### src/rtl/alu_pkg.sv
// Shared definitions for the ALU issue stage: ALU control codes, opcode/funct values,
// FSM states and the packed records carried between pipeline phases.
package alu_pkg;

  localparam int XLEN = 32;

  localparam logic [3:0] CTRL_ADDU    = 4'b0000;
  localparam logic [3:0] CTRL_ADD     = 4'b0001;
  localparam logic [3:0] CTRL_AND     = 4'b0010;
  localparam logic [3:0] CTRL_OR      = 4'b0011;
  localparam logic [3:0] CTRL_NOT     = 4'b0100;
  localparam logic [3:0] CTRL_NOR     = 4'b0101;
  localparam logic [3:0] CTRL_XOR     = 4'b0110;
  localparam logic [3:0] CTRL_NEG     = 4'b0111;
  localparam logic [3:0] CTRL_SUBU    = 4'b1000;
  localparam logic [3:0] CTRL_SUB     = 4'b1001;
  localparam logic [3:0] CTRL_SLTU    = 4'b1010;
  localparam logic [3:0] CTRL_SLT     = 4'b1011;
  localparam logic [3:0] CTRL_ILLEGAL = 4'b1111;

  localparam logic [5:0] OP_RTYPE = 6'b000000;
  localparam logic [5:0] OP_ADDI  = 6'b001000;
  localparam logic [5:0] OP_ADDIU = 6'b001001;
  localparam logic [5:0] OP_SLTI  = 6'b001010;
  localparam logic [5:0] OP_SLTIU = 6'b001011;
  localparam logic [5:0] OP_ANDI  = 6'b001100;
  localparam logic [5:0] OP_ORI   = 6'b001101;
  localparam logic [5:0] OP_XORI  = 6'b001110;

  localparam logic [5:0] FN_ADD  = 6'b100000;
  localparam logic [5:0] FN_ADDU = 6'b100001;
  localparam logic [5:0] FN_SUB  = 6'b100010;
  localparam logic [5:0] FN_SUBU = 6'b100011;
  localparam logic [5:0] FN_AND  = 6'b100100;
  localparam logic [5:0] FN_OR   = 6'b100101;
  localparam logic [5:0] FN_XOR  = 6'b100110;
  localparam logic [5:0] FN_NOR  = 6'b100111;
  localparam logic [5:0] FN_SLT  = 6'b101010;
  localparam logic [5:0] FN_SLTU = 6'b101011;

  typedef enum logic [1:0] {
    ST_IDLE = 2'd0,
    ST_EXEC = 2'd1,
    ST_DONE = 2'd2
  } state_t;

  // Operation latched at issue; drives the external ALU directly.
  typedef struct packed {
    logic [XLEN-1:0] rs;
    logic [XLEN-1:0] rt;
    logic [3:0]      ctrl;
    logic [4:0]      wreg;
    logic            trap;
    logic            illegal;
  } op_t;

  typedef struct packed {
    logic [XLEN-1:0] result;
    logic [4:0]      wreg;
    logic            exc;
    logic            illegal;
  } wb_t;

  function automatic logic [XLEN-1:0] ext16(input logic [15:0] imm, input logic sext);
    return {{(XLEN-16){sext & imm[15]}}, imm};
  endfunction

endpackage

### src/rtl/alu_issue_if.sv
// Bundle of the instruction, ALU and writeback handshakes around alu_issue.
// slave is the issue stage's view; master is the surrounding pipeline/ALU view.
interface alu_issue_if;
  import alu_pkg::*;

  logic            in_valid;
  logic            in_ready;
  logic [5:0]      in_opcode;
  logic [5:0]      in_funct;
  logic [15:0]     in_imm;
  logic [XLEN-1:0] in_rs;
  logic [XLEN-1:0] in_rt;
  logic [4:0]      in_wreg;

  logic [XLEN-1:0] alu_rs;
  logic [XLEN-1:0] alu_rt;
  logic [3:0]      alu_ctrl;
  logic [XLEN-1:0] alu_rd;
  logic            alu_overflow;

  logic            out_valid;
  logic            out_ready;
  logic [XLEN-1:0] out_result;
  logic [4:0]      out_wreg;
  logic            out_exc;
  logic            out_illegal;

  modport slave (
    input  in_valid, in_opcode, in_funct, in_imm, in_rs, in_rt, in_wreg,
    output in_ready,
    output alu_rs, alu_rt, alu_ctrl,
    input  alu_rd, alu_overflow,
    output out_valid, out_result, out_wreg, out_exc, out_illegal,
    input  out_ready
  );

  modport master (
    output in_valid, in_opcode, in_funct, in_imm, in_rs, in_rt, in_wreg,
    input  in_ready,
    input  alu_rs, alu_rt, alu_ctrl,
    output alu_rd, alu_overflow,
    input  out_valid, out_result, out_wreg, out_exc, out_illegal,
    output out_ready
  );

endinterface

### src/rtl/alu_decode.sv
// Combinational decoder: opcode/funct/imm -> ALU ctrl, extended immediate, use-imm,
// trap-class and illegal flags. Anything not recognised falls through to the illegal code.
module alu_decode
  import alu_pkg::*;
(
  input  logic [5:0]      i_opcode,
  input  logic [5:0]      i_funct,
  input  logic [15:0]     i_imm,
  output logic [3:0]      o_ctrl,
  output logic [XLEN-1:0] o_ext_imm,
  output logic            o_use_imm,
  output logic            o_trap,
  output logic            o_illegal
);

  logic w_sext;

  always_comb begin
    o_ctrl    = CTRL_ILLEGAL;
    o_use_imm = 1'b0;
    o_trap    = 1'b0;
    o_illegal = 1'b0;
    w_sext    = 1'b0;
    case (i_opcode)
      OP_RTYPE: begin
        case (i_funct)
          FN_ADD:  begin o_ctrl = CTRL_ADD; o_trap = 1'b1; end
          FN_ADDU: o_ctrl = CTRL_ADDU;
          FN_SUB:  begin o_ctrl = CTRL_SUB; o_trap = 1'b1; end
          FN_SUBU: o_ctrl = CTRL_SUBU;
          FN_AND:  o_ctrl = CTRL_AND;
          FN_OR:   o_ctrl = CTRL_OR;
          FN_XOR:  o_ctrl = CTRL_XOR;
          FN_NOR:  o_ctrl = CTRL_NOR;
          FN_SLT:  o_ctrl = CTRL_SLT;
          FN_SLTU: o_ctrl = CTRL_SLTU;
          default: o_illegal = 1'b1;
        endcase
      end
      OP_ADDI: begin
        o_ctrl = CTRL_ADD; o_use_imm = 1'b1; w_sext = 1'b1; o_trap = 1'b1;
      end
      OP_ADDIU: begin o_ctrl = CTRL_ADDU; o_use_imm = 1'b1; w_sext = 1'b1; end
      // sltiu compares against the sign-extended immediate, treated as unsigned
      OP_SLTI:  begin o_ctrl = CTRL_SLT;  o_use_imm = 1'b1; w_sext = 1'b1; end
      OP_SLTIU: begin o_ctrl = CTRL_SLTU; o_use_imm = 1'b1; w_sext = 1'b1; end
      OP_ANDI:  begin o_ctrl = CTRL_AND;  o_use_imm = 1'b1; end
      OP_ORI:   begin o_ctrl = CTRL_OR;   o_use_imm = 1'b1; end
      OP_XORI:  begin o_ctrl = CTRL_XOR;  o_use_imm = 1'b1; end
      default:  o_illegal = 1'b1;
    endcase
  end

  assign o_ext_imm = ext16(i_imm, w_sext);

endmodule

### src/rtl/alu_issue.sv
// ALU issue stage: latch one instruction, drive the external ALU for a cycle, hold the result until accepted.
// Define ALU_ISSUE_OVF_TRAP_EN to turn overflow on add/sub/addi into an exception with no register write.
module alu_issue
  import alu_pkg::*;
(
  input logic        clk,
  input logic        rst,
  alu_issue_if.slave bus
);

  state_t          r_state;
  state_t          w_state_nxt;
  op_t             r_op;
  wb_t             r_wb;
  logic            w_accept_in;
  logic            w_capture;
  logic            w_ovf_trap;

  logic [3:0]      w_dec_ctrl;
  logic [XLEN-1:0] w_dec_imm;
  logic            w_dec_use_imm;
  logic            w_dec_trap;
  logic            w_dec_illegal;

  alu_decode u_decode (
    .i_opcode  (bus.in_opcode),
    .i_funct   (bus.in_funct),
    .i_imm     (bus.in_imm),
    .o_ctrl    (w_dec_ctrl),
    .o_ext_imm (w_dec_imm),
    .o_use_imm (w_dec_use_imm),
    .o_trap    (w_dec_trap),
    .o_illegal (w_dec_illegal)
  );

  always_ff @(posedge clk) begin
    if (rst) r_state <= ST_IDLE;
    else     r_state <= w_state_nxt;
  end

  // Handshake outputs are masked by rst so nothing is offered or accepted in the reset cycle.
  always_comb begin
    w_state_nxt   = r_state;
    w_accept_in   = 1'b0;
    w_capture     = 1'b0;
    bus.in_ready  = 1'b0;
    bus.out_valid = 1'b0;
    case (r_state)
      ST_IDLE: begin
        bus.in_ready = !rst;
        if (bus.in_valid) begin
          w_accept_in = 1'b1;
          w_state_nxt = ST_EXEC;
        end
      end
      ST_EXEC: begin
        w_capture   = 1'b1;
        w_state_nxt = ST_DONE;
      end
      ST_DONE: begin
        bus.out_valid = !rst;
        if (bus.out_ready) w_state_nxt = ST_IDLE;
      end
      default: w_state_nxt = ST_IDLE;
    endcase
  end

`ifdef ALU_ISSUE_OVF_TRAP_EN
  assign w_ovf_trap = r_op.trap & bus.alu_overflow;
`else
  logic w_unused_ovf;
  assign w_ovf_trap   = 1'b0;
  assign w_unused_ovf = bus.alu_overflow ^ r_op.trap;
`endif

  always_ff @(posedge clk) begin
    if (rst) begin
      r_op <= '0;
      r_wb <= '0;
    end else begin
      if (w_accept_in) begin
        r_op.rs      <= bus.in_rs;
        r_op.rt      <= w_dec_use_imm ? w_dec_imm : bus.in_rt;
        r_op.ctrl    <= w_dec_ctrl;
        r_op.wreg    <= w_dec_illegal ? 5'd0 : bus.in_wreg;
        r_op.trap    <= w_dec_trap;
        r_op.illegal <= w_dec_illegal;
      end
      // A trapped result still carries the wrapped ALU value but never writes a register.
      if (w_capture) begin
        r_wb.result  <= bus.alu_rd;
        r_wb.wreg    <= w_ovf_trap ? 5'd0 : r_op.wreg;
        r_wb.exc     <= w_ovf_trap;
        r_wb.illegal <= r_op.illegal;
      end
    end
  end

  assign bus.alu_rs      = r_op.rs;
  assign bus.alu_rt      = r_op.rt;
  assign bus.alu_ctrl    = r_op.ctrl;
  assign bus.out_result  = r_wb.result;
  assign bus.out_wreg    = r_wb.wreg;
  assign bus.out_exc     = r_wb.exc;
  assign bus.out_illegal = r_wb.illegal;

endmodule

### src/flat_wrapper.sv
// flat-port wrapper written by rule: the top's interface ports become plain ports
module alu_issue_flat import alu_pkg::*;
  (clk, rst, bus_in_valid, bus_in_opcode, bus_in_funct, bus_in_imm, bus_in_rs, bus_in_rt, bus_in_wreg, bus_in_ready, bus_alu_rs, bus_alu_rt, bus_alu_ctrl, bus_alu_rd, bus_alu_overflow, bus_out_valid, bus_out_result, bus_out_wreg, bus_out_exc, bus_out_illegal, bus_out_ready);
  alu_issue_if bus_i ();
  input logic clk;
  input logic rst;
  input wire logic [$bits(bus_i.in_valid)-1:0] bus_in_valid;
  input wire logic [$bits(bus_i.in_opcode)-1:0] bus_in_opcode;
  input wire logic [$bits(bus_i.in_funct)-1:0] bus_in_funct;
  input wire logic [$bits(bus_i.in_imm)-1:0] bus_in_imm;
  input wire logic [$bits(bus_i.in_rs)-1:0] bus_in_rs;
  input wire logic [$bits(bus_i.in_rt)-1:0] bus_in_rt;
  input wire logic [$bits(bus_i.in_wreg)-1:0] bus_in_wreg;
  output wire logic [$bits(bus_i.in_ready)-1:0] bus_in_ready;
  output wire logic [$bits(bus_i.alu_rs)-1:0] bus_alu_rs;
  output wire logic [$bits(bus_i.alu_rt)-1:0] bus_alu_rt;
  output wire logic [$bits(bus_i.alu_ctrl)-1:0] bus_alu_ctrl;
  input wire logic [$bits(bus_i.alu_rd)-1:0] bus_alu_rd;
  input wire logic [$bits(bus_i.alu_overflow)-1:0] bus_alu_overflow;
  output wire logic [$bits(bus_i.out_valid)-1:0] bus_out_valid;
  output wire logic [$bits(bus_i.out_result)-1:0] bus_out_result;
  output wire logic [$bits(bus_i.out_wreg)-1:0] bus_out_wreg;
  output wire logic [$bits(bus_i.out_exc)-1:0] bus_out_exc;
  output wire logic [$bits(bus_i.out_illegal)-1:0] bus_out_illegal;
  input wire logic [$bits(bus_i.out_ready)-1:0] bus_out_ready;
  assign bus_i.in_valid = bus_in_valid;
  assign bus_i.in_opcode = bus_in_opcode;
  assign bus_i.in_funct = bus_in_funct;
  assign bus_i.in_imm = bus_in_imm;
  assign bus_i.in_rs = bus_in_rs;
  assign bus_i.in_rt = bus_in_rt;
  assign bus_i.in_wreg = bus_in_wreg;
  assign bus_in_ready = bus_i.in_ready;
  assign bus_alu_rs = bus_i.alu_rs;
  assign bus_alu_rt = bus_i.alu_rt;
  assign bus_alu_ctrl = bus_i.alu_ctrl;
  assign bus_i.alu_rd = bus_alu_rd;
  assign bus_i.alu_overflow = bus_alu_overflow;
  assign bus_out_valid = bus_i.out_valid;
  assign bus_out_result = bus_i.out_result;
  assign bus_out_wreg = bus_i.out_wreg;
  assign bus_out_exc = bus_i.out_exc;
  assign bus_out_illegal = bus_i.out_illegal;
  assign bus_i.out_ready = bus_out_ready;
  alu_issue u_core (.clk(clk), .rst(rst), .bus(bus_i));
endmodule
### config.mk
export PLATFORM = sky130hd
export DESIGN_NAME = alu_issue_flat
export DESIGN_NICKNAME = d
export VERILOG_FILES = /design/src/rtl/alu_pkg.sv /design/src/rtl/alu_issue_if.sv /design/src/rtl/alu_decode.sv /design/src/rtl/alu_issue.sv /design/src/flat_wrapper.sv
export SDC_FILE = /design/constraint.sdc
export NUM_CORES = 1
export LEC_CHECK = 0
export ABC_AREA = 0
export BUFFER_PORTS_ARGS = -buffer_cell sky130_fd_sc_hd__clkbuf_2
export CORE_ASPECT_RATIO = 1.2
export CORE_MARGIN = 2
export CORE_UTILIZATION = 49
export CTS_CLUSTER_DIAMETER = 100
export DETAILED_ROUTE_END_ITERATION = 7
export GPL_ROUTABILITY_DRIVEN = 1
export PLACE_DENSITY = 0.85
export SLEW_MARGIN = 5
export SYNTH_ARGS = -nofsm -noshare
export SYNTH_HDL_FRONTEND = slang
export SYNTH_SLANG_ARGS = --single-unit
### constraint.sdc
create_clock -name clk -period 2.3 [get_ports clk]
set_input_delay 0.23 -clock clk [delete_from_list [all_inputs] [get_ports clk]]
set_output_delay 0.23 -clock clk [all_outputs]
set_load 0.005 [all_outputs]
Word-level counts from Yosys, hierarchy flattened:

Index checks and enable logic that the tools add are counted.

* eq/ne operators: 21
* bitwise gates (word level): 1
* reduce and logical (&&, ||, !) cells: 7
* shifts and indexed selects: 0
* divide/modulo/power cells: 0
* $mul: 0
* magnitude comparators: 0
* muxes and demuxes: 16
* add/subtract/negate cells: 0

Operator list (count)
* equality test 6 bit (second input constant): 10
* equality test 6 x 4 -> 1 bit (second input constant): 7
* case mux 4 bit (10 select lines): 1
* two-way mux 32 bit: 1
* case mux 4 bit (8 select lines): 1
* OR reduction 10 bit: 1
* two-way mux 1 bit: 8
* OR reduction 7 bit: 1
* logical NOT 6 bit: 1
* case mux 2 bit (3 select lines): 1
* two-way mux 5 bit: 1
* two-way mux 2 bit: 2
* != test 2 bit (second input constant): 2
* OR reduction 4 bit: 1
* equality test 2 x 1 -> 1 bit (second input constant): 1
* equality test 2 bit (second input constant): 1
* logical NOT 2 bit: 1
* case mux 1 bit (2 select lines): 1
* AND reduction 2 bit: 1
* AND 1 bit: 1
* logical NOT 1 bit: 1

* RAM bits: 0
* output and inout bits: 109
* logic and storage cells: 54
* flip-flop bits (word level): 114
* memories kept: 0
* bits of input ports: 134
* bits in read-only memories: 0
* bits in latches: 0

Longest topological paths before layout:

Gate-level depths: netlist of the first run.

* depth after elaboration: 5
* gate-level depth with buffers: 6
* depth with buffers taken out: 4

Hierarchy:

A second synthesis of the first run with hierarchy kept.

* cells, all modules: 598
* area total of the unflattened synthesis: 5101.1 um2

Modules (own cells, without submodules)
* alu_issue: times used 1, cells each 535, sequential area each 2282.2 um2, area each 4667.0 um2
* alu_decode: times used 1, cells each 63, sequential area each 0.0 um2, area each 434.2 um2

Worst setup path before layout of the first run:

OpenSTA, ideal clock, no wires.

* path kind: input -> register
* from: input bus_in_opcode[3]
* to: register u_core.r_op[2] (netlist bit)
* arrival time: 1400 ps
* required time: 2241 ps
* buffers on the path: 1
* path slack: 842 ps
* setup time: 59 ps
* stages: 5
* path through: buf_2 > or3_1 > a2111o_1 > a21boi_4 > a22o_1

* longest elaborated chain between the ends: 4
* elaborated cells between the ends (all ways): 11
* classes of those cells: eq/ne (7); mux (2); reduce/logical (2)

Ends and longest elaborated chain
* start: declaration: RTL line flat_wrapper.sv:8 `input wire logic [$bits(bus_i.in_opcode)-1:0] bus_in_opcode;`
* equality test 6 x 4 -> 1 bit: RTL line alu_decode.sv:24 `case (i_opcode)`
* OR reduction 7 bit (no source line)
* case mux 1 bit (2 select lines) *: RTL line alu_decode.sv:24
* two-way mux 5 bit *: RTL line alu_issue.sv:85 `r_op.wreg <= w_dec_illegal ? 5'd0 : bus.in_wreg;`
* end: declaration: RTL line alu_issue.sv:13 `op_t r_op;`

Every way passes the cells marked *; elsewhere a longest branch is shown, timed or not.
A chain may end at the register's enable or synchronous reset.

Worst setup path in the final report of the first run:

* from: register u_core.r_state[1]
* to: register u_core.r_op[5] (netlist bit)

* longest elaborated chain between the ends: 2

Ends and longest elaborated chain
* start: declaration: RTL line alu_issue.sv:11 `state_t r_state;`
* start signal: assignment: RTL line alu_issue.sv:38 `else r_state <= w_state_nxt;`
* logical NOT 2 bit: RTL line alu_issue.sv:48 `case (r_state)`
* two-way mux 1 bit: RTL line alu_issue.sv:48

No other way between the ends.

==> metrics.cfg, run 1 <==
[setup_path]
cp.arrival_ns=2.06
worstSetupPathType=flip-flop to flip-flop
r2r-end=u_core.r_op[5]$_SDFFE_PP0P_
startpoint_type=flip-flop
r2r_cells=5
required_ns=2.65
r2r_slack_ns=0.59
end_kind=flip-flop
worstReg2RegStart=u_core.r_state[1]$_SDFFE_PP0P_
path_max_fanout=24

[yosys]
synth_area_leader_cell=dfxtp_1
synth_fp_nets=718
synth_common_cells=nand2_1, dfxtp_1, a21oi_1, buf_4, nor2_1
synth.distinct_cells=38
synth_most_common_cell=nand2_1
synth_area_leaders=dfxtp_1, nand2_1, buf_4
syn_area_um2=4800
synthCells=584
synth_edf_count=0
synth_top_area_frac=0.475
async_reset_ff_frac=0
synthFlopType=dfxtp_1
ys_seq_area_frac=0.475
synthesis.yosys.warnings=0
ys_ff_latch=114
avgSynthCellArea_um2=8.22

[sta]
slew_headroom=0.622
clock_skew_ns=0.00747
rsz0062_at_grt=false
finalHoldViolCount=0
finalCritPeriodShare=0.743
layout_min_cycle_time_ns=1.71
setup_viol_count_final=0
slew_viol_final=0
fmax_ghz=0.585
setup_tns_ns=0
worst_pin_slew_ns=0.567

[clock_tree]
holdBufCountCts=0
cts_tree=built
numCtsBuffers=17
clock_latency_ns=0.40
clockBufferDepth=2
ctsResizeCount=0
cts-root-buf=clkbuf_16
clock_sinks=114
ctsHtreeMaxLevel=4
path_clk_slew_ns=0.05
post_cts_buffers=0

[grt]
grtUsageTotal=0.232
grt_max_degree=49
grt_pass1_vias=4319
overflow=0
grt_pass1_wl_mm=19.5
antenna_found_initial=0

[hold_path]
holdCritStartpoint=bus_in_wreg[1]
hold_path.class=input port to flip-flop
hold_end=u_core.r_op[3]$_SDFFE_PP0P_
holdPathStages=2

[power]
leakage_nw=3.00
p_total_mw=5.59
powerDensity_nw_per_um2=896
ir_drop_mv=0.469

[finish]
drive_gt1_frac=0.379
num_antenna_cells=0
stdcell_count=883
syn2layout_area_growth_pct=29.9
post-route-util=0.655
fin_nets=881

[detailed_routing]
route.antenna.remaining_nets=0
drc=0
drt_iter0_markers=168
viasPerCell=5.04
dr.pass1.iters=4
wirelength_mm=12.3
wl_per_cell_um=13.9
via_count=4449

[floorplan]
die_w_um=94.4
core_um2=9520
dieHeight_um=112
io_pins=243
die_area_um2=10600
start_util=0.505
row_count=39

[place]
dpl.cell_count=851
dpl.hpwl_mm=9.05
gp_congestion=0.822
port_buffers=240

[run]
cap_violations=0

[status]
status=complete, no violations

==> layout by cell type, fill, tap and decap left out, types with 2 or more instances in the layout <==
master,count
dfxtp_1,114
buf_12,2
buf_4,10
clkbuf_2,239
nand3_1,5
bufinv_16,3
mux2i_1,16
a211oi_1,32
a22o_1,5
nor3_1,3
nand2b_1,3
a21oi_1,72
clkinvlp_4,2
nand3b_1,2
clkbuf_8,7
a2111o_1,2
nor2_1,38
or3_1,2
clkbuf_16,17
nand2_1,163
==> worst max-delay path by stage <==
stage / to / start / slack [ns] / cells after the start
finish: u_core.r_op[5]$_SDFFE_PP0P_ / u_core.r_state[1]$_SDFFE_PP0P_ / 0.59 / 5
CTS: u_core.r_op[5]$_SDFFE_PP0P_ / u_core.r_state[1]$_SDFFE_PP0P_ / 0.56 / 5
global placement: u_core.r_op[3]$_SDFFE_PP0P_ / bus_in_opcode[5] / 0.51 / 6
detailed placement: u_core.r_op[4]$_SDFFE_PP0P_ / bus_in_opcode[5] / 0.46 / 6
floorplan: u_core.r_op[2]$_SDFFE_PP0P_ / bus_in_opcode[3] / 0.84 / 5
global route: u_core.r_op[6]$_SDFFE_PP0P_ / u_core.r_state[1]$_SDFFE_PP0P_ / 0.47 / 5
==> routing by layer <==
layer | up-vias | wire [um] | GRT usage
li1 | 2198 | - | -
met1 | 2027 | 4690 | 0.245
met2 | 188 | 6320 | 0.409
met3 | 36 | 872 | 0.0658
met4 | 0 | 425 | 0.128
met5 | - | 0 | 0
==> where the power goes <==
group	leakage, nW	switching, mW	internal (mW)	total, mW
Sequential	0.936	0.0700	2.11	2.18
Clock	0.312	0.879	1.91	2.78
Combinational	1.75	0.336	0.291	0.627
==> registers in the layout (all words and copies together) (netlist names) <==
name,flops
u_core.r_state,2
u_core.bus.out_wreg,5
u_core.bus.alu_rs,32
u_core.bus.alu_ctrl,4
u_core.bus.out_illegal,1
u_core.bus.alu_rt,32
u_core.r_op,6
u_core.bus.out_result,32
==> area by class of cell <==
class	count	area [um2]
clock buffers	25	526
clock inverters	7	119
fillers	798	3280
inverters	1	3.75
multi-input cells	362	1840
flip-flops and latches	114	2280
well taps	123	154
repair buffers	251	1310
==> cell families (layout without fill, tap and decap cells) <==
group,Yosys count,after routing,share of synthesized area
buffers and inverters,108,284,0.143
XOR/XNOR,1,1,0.00182
multiplexers,16,16,0.0333
AND/OR/NAND/NOR,225,225,0.191
other,1,1,0.000781
AO/OA/AOI/OAI,119,119,0.155
flip-flops,114,114,0.475
==> worst max-delay path, cell delays in order, from the launching register on <==
cell	delay [ns]
dfxtp_1	0.38
nor3b_4	0.34
buf_4	0.32
and2b_1	0.21
a21boi_4	0.24
a22o_1	0.16
==> per-stage QoR <==
| stage | setup slack [ns] | hold slack [ns] | cell area, um2 |
|---|---|---|---|
| 2_1_floorplan | 0.842 | 0.356 | 4800 |
| 3_3_place_gp | 0.509 | 0.437 | 5590 |
| 3_5_place_dp | 0.461 | 0.447 | 5590 |
| 4_1_cts | 0.556 | 0.0245 | 6240 |
| 5_1_grt | 0.466 | 0.0403 | 6240 |
| 6_report | 0.591 | 0.0366 | 6240 |
(Power assumes the default switching activity.)
==> run 2: changes to the inputs <==
Settings changed: CORE_UTILIZATION 49 to 41, PLACE_DENSITY 0.85 to 0.76.
Clock period 2.3 ns to 1.4 ns, I/O delays scaled along.
==> metrics.cfg, run 2 (synthesis results as in run 1) <==
[status]
status=complete, no violations

[floorplan]
die_area_um2=12600  ; +19%
core_um2=11500  ; +21%
io_pins=243  ; unchanged
row_count=43  ; +10%
die_w_um=103  ; +8.9%
start_util=0.417  ; -0.0876
dieHeight_um=123  ; +9.0%

[grt]
grt_pass1_wl_mm=20.7  ; +6.2%
antenna_found_initial=0  ; unchanged
grt_pass1_vias=4541  ; +5.1%
grtUsageTotal=0.207  ; -0.0251
overflow=0  ; unchanged
grt_max_degree=45  ; -8.2%

[setup_path]
cp.arrival_ns=1.21  ; -0.85 ns
worstSetupPathType=flip-flop to output pin
path_max_fanout=5  ; -79%
r2r-end=u_core.bus.out_result[2]$_SDFFE_PP0N_
end_kind=output pin
critPathLaunch=u_core.r_state[0]$_SDFFE_PP0P_
startpoint_type=flip-flop
required_ns=1.26  ; -1.39 ns
r2r_cells=5  ; unchanged
r2r_slack_ns=0.09  ; -0.50 ns
worstReg2RegStart=u_core.r_state[0]$_SDFFE_PP0P_

[sta]
setup_tns_ns=0  ; unchanged
finalCritPeriodShare=0.963
slew_viol_final=0  ; unchanged
rsz0062_at_grt=true
setup_viol_count_final=0  ; unchanged
fmax_ghz=0.742
layout_min_cycle_time_ns=1.35
clock_skew_ns=0.00655  ; -0.000916 ns
finalHoldViolCount=0  ; unchanged

[finish]
post-route-util=0.631  ; -0.0244
fin_nets=981  ; +11%
num_antenna_cells=0  ; unchanged
fin_area_um2=7270  ; +16%
filler_cell_count=987  ; +24%
drive_gt1_frac=0.360  ; -0.0185
syn2layout_area_growth_pct=51.3
layout_commonest_cell=clkbuf_2
final_cell_mix=clkbuf_2, nand2_1, dfxtp_1

[clock_tree]
clock_latency_ns=0.39  ; about the same
clockBufferDepth=2  ; unchanged
clock_sinks=114  ; unchanged
numCtsBuffers=17  ; unchanged
cts_tree=built
path_clk_slew_ns=0.06  ; about the same
ctsHtreeMaxLevel=4  ; unchanged
cts-root-buf=clkbuf_16

[detailed_routing]
drc=0  ; unchanged
route.antenna.remaining_nets=0  ; unchanged
wl_per_cell_um=13.6  ; -2.4%
viasPerCell=4.69  ; -6.9%
wirelength_mm=13.8  ; +12%
dr.pass1.iters=4  ; unchanged
drt_iter0_markers=136  ; -19%
via_count=4769  ; +7.2%

[power]
p_clk_frac=0.470  ; -0.028
p_total_mw=9.20  ; +65%
p_switching_mw=2.21  ; +72%
pwr-share-seq=0.388  ; -0.002
powerDensity_nw_per_um2=1270  ; +41%
leakage_nw=3.43  ; +14%
power_frac_comb=0.142  ; +0.030
power.internal_mw=6.99  ; +62%
switching_share=0.241  ; +0.0106
ir_drop_mv=0.830  ; +77%

[hold_path]
hold_path.class=input port to flip-flop
holdPathStages=3  ; +1
holdCritStartpoint=bus_in_rs[10]
hold_end=u_core.bus.alu_rs[10]$_SDFFE_PP0P_

[place]
dpl.hpwl_mm=8.90  ; -1.6%
gp_congestion=0.775  ; -5.7%
dpl_cell_area_um2=5810  ; +3.8%
port_buffers=240  ; unchanged

[run]
cap_violations=0  ; unchanged

## run 2: changes by cell type in the layout (fill, tap and decap cells not counted), moves of 3 or more
cell / previous run / this run
clkinv_2: 1 / 4
buf_4: 10 / 22
dlygate4sd3_1: 0 / 83
buf_12: 2 / 5
clkbuf_8: 7 / 1
## run 2: worst max-delay path by stage
stage	slack, ns	endpoint	cells past startpoint
after floorplan	0.03	u_core.r_op[2]$_SDFFE_PP0P_	5
after detailed placement	-0.18	u_core.r_op[2]$_SDFFE_PP0P_	5
after global placement	-0.16	u_core.r_op[4]$_SDFFE_PP0P_	5
after CTS	0.005	bus_out_valid	3
final	0.05	bus_out_valid	3
after global routing	-0.02	u_core.bus.out_result[2]$_SDFFE_PP0N_	5
## run 2: routing by layer
layer  up-vias  track usage  part of all wire
met4         0       0.0691             0.019
met1      2164        0.227              0.40
met2       178        0.367              0.50
met3        19       0.0729             0.080
met5         -            0                 0
li1       2408            -                 -
## run 2: power by group through the flow
stage / clock, mW / combinational [mW] / sequential [mW]
finish: 4.32 / 1.31 / 3.57
detailed placement: 0 / 1.10 / 3.63
floorplan: 0 / 0.724 / 3.62
global route: 4.58 / 1.44 / 3.59
global placement: 0 / 1.09 / 3.62
CTS: 4.44 / 1.29 / 3.57
## run 2: final cells by class
cell class                      count  area (um2)  area share
Tap cell                          157         196      0.0270
Timing Repair Buffer              351        2310       0.319
Clock inverter                     13         159      0.0219
Sequential cell                   114        2280       0.314
Clock buffer                       19         443      0.0610
Inverter                            1        3.75    0.000517
Multi-Input combinational cell    362        1870       0.257
## run 2: timing repair
item | CTS | global route
resized for setup | 1 | 5
buffers inserted | 0 | 0
hold buffers | 83 | 0
setup endpoints to repair | 1 | 19
endpoints found under the hold margin | 83 | 0
## run 2: stage by stage
| stage | setup slack [ns] | std cells | hold WS (ns) |
|---|---|---|---|
| 2_1_floorplan | 0.0269 | 584 | 0.266 |
| 3_3_place_gp | -0.159 | 902 | 0.350 |
| 3_5_place_dp | -0.184 | 902 | 0.354 |
| 4_1_cts | 0.00486 | 1017 | 0.000666 |
| 5_1_grt | -0.0217 | 1017 | 0.00940 |
| 6_report | 0.0515 | 1017 | 0.00469 |
## run 2: worst max-delay path: stages, from the launching register on
cell and delay [ns]:
dfxtp_1 0.34, buf_4 0.16, nor3b_2 0.18, clkbuf_2 0.14
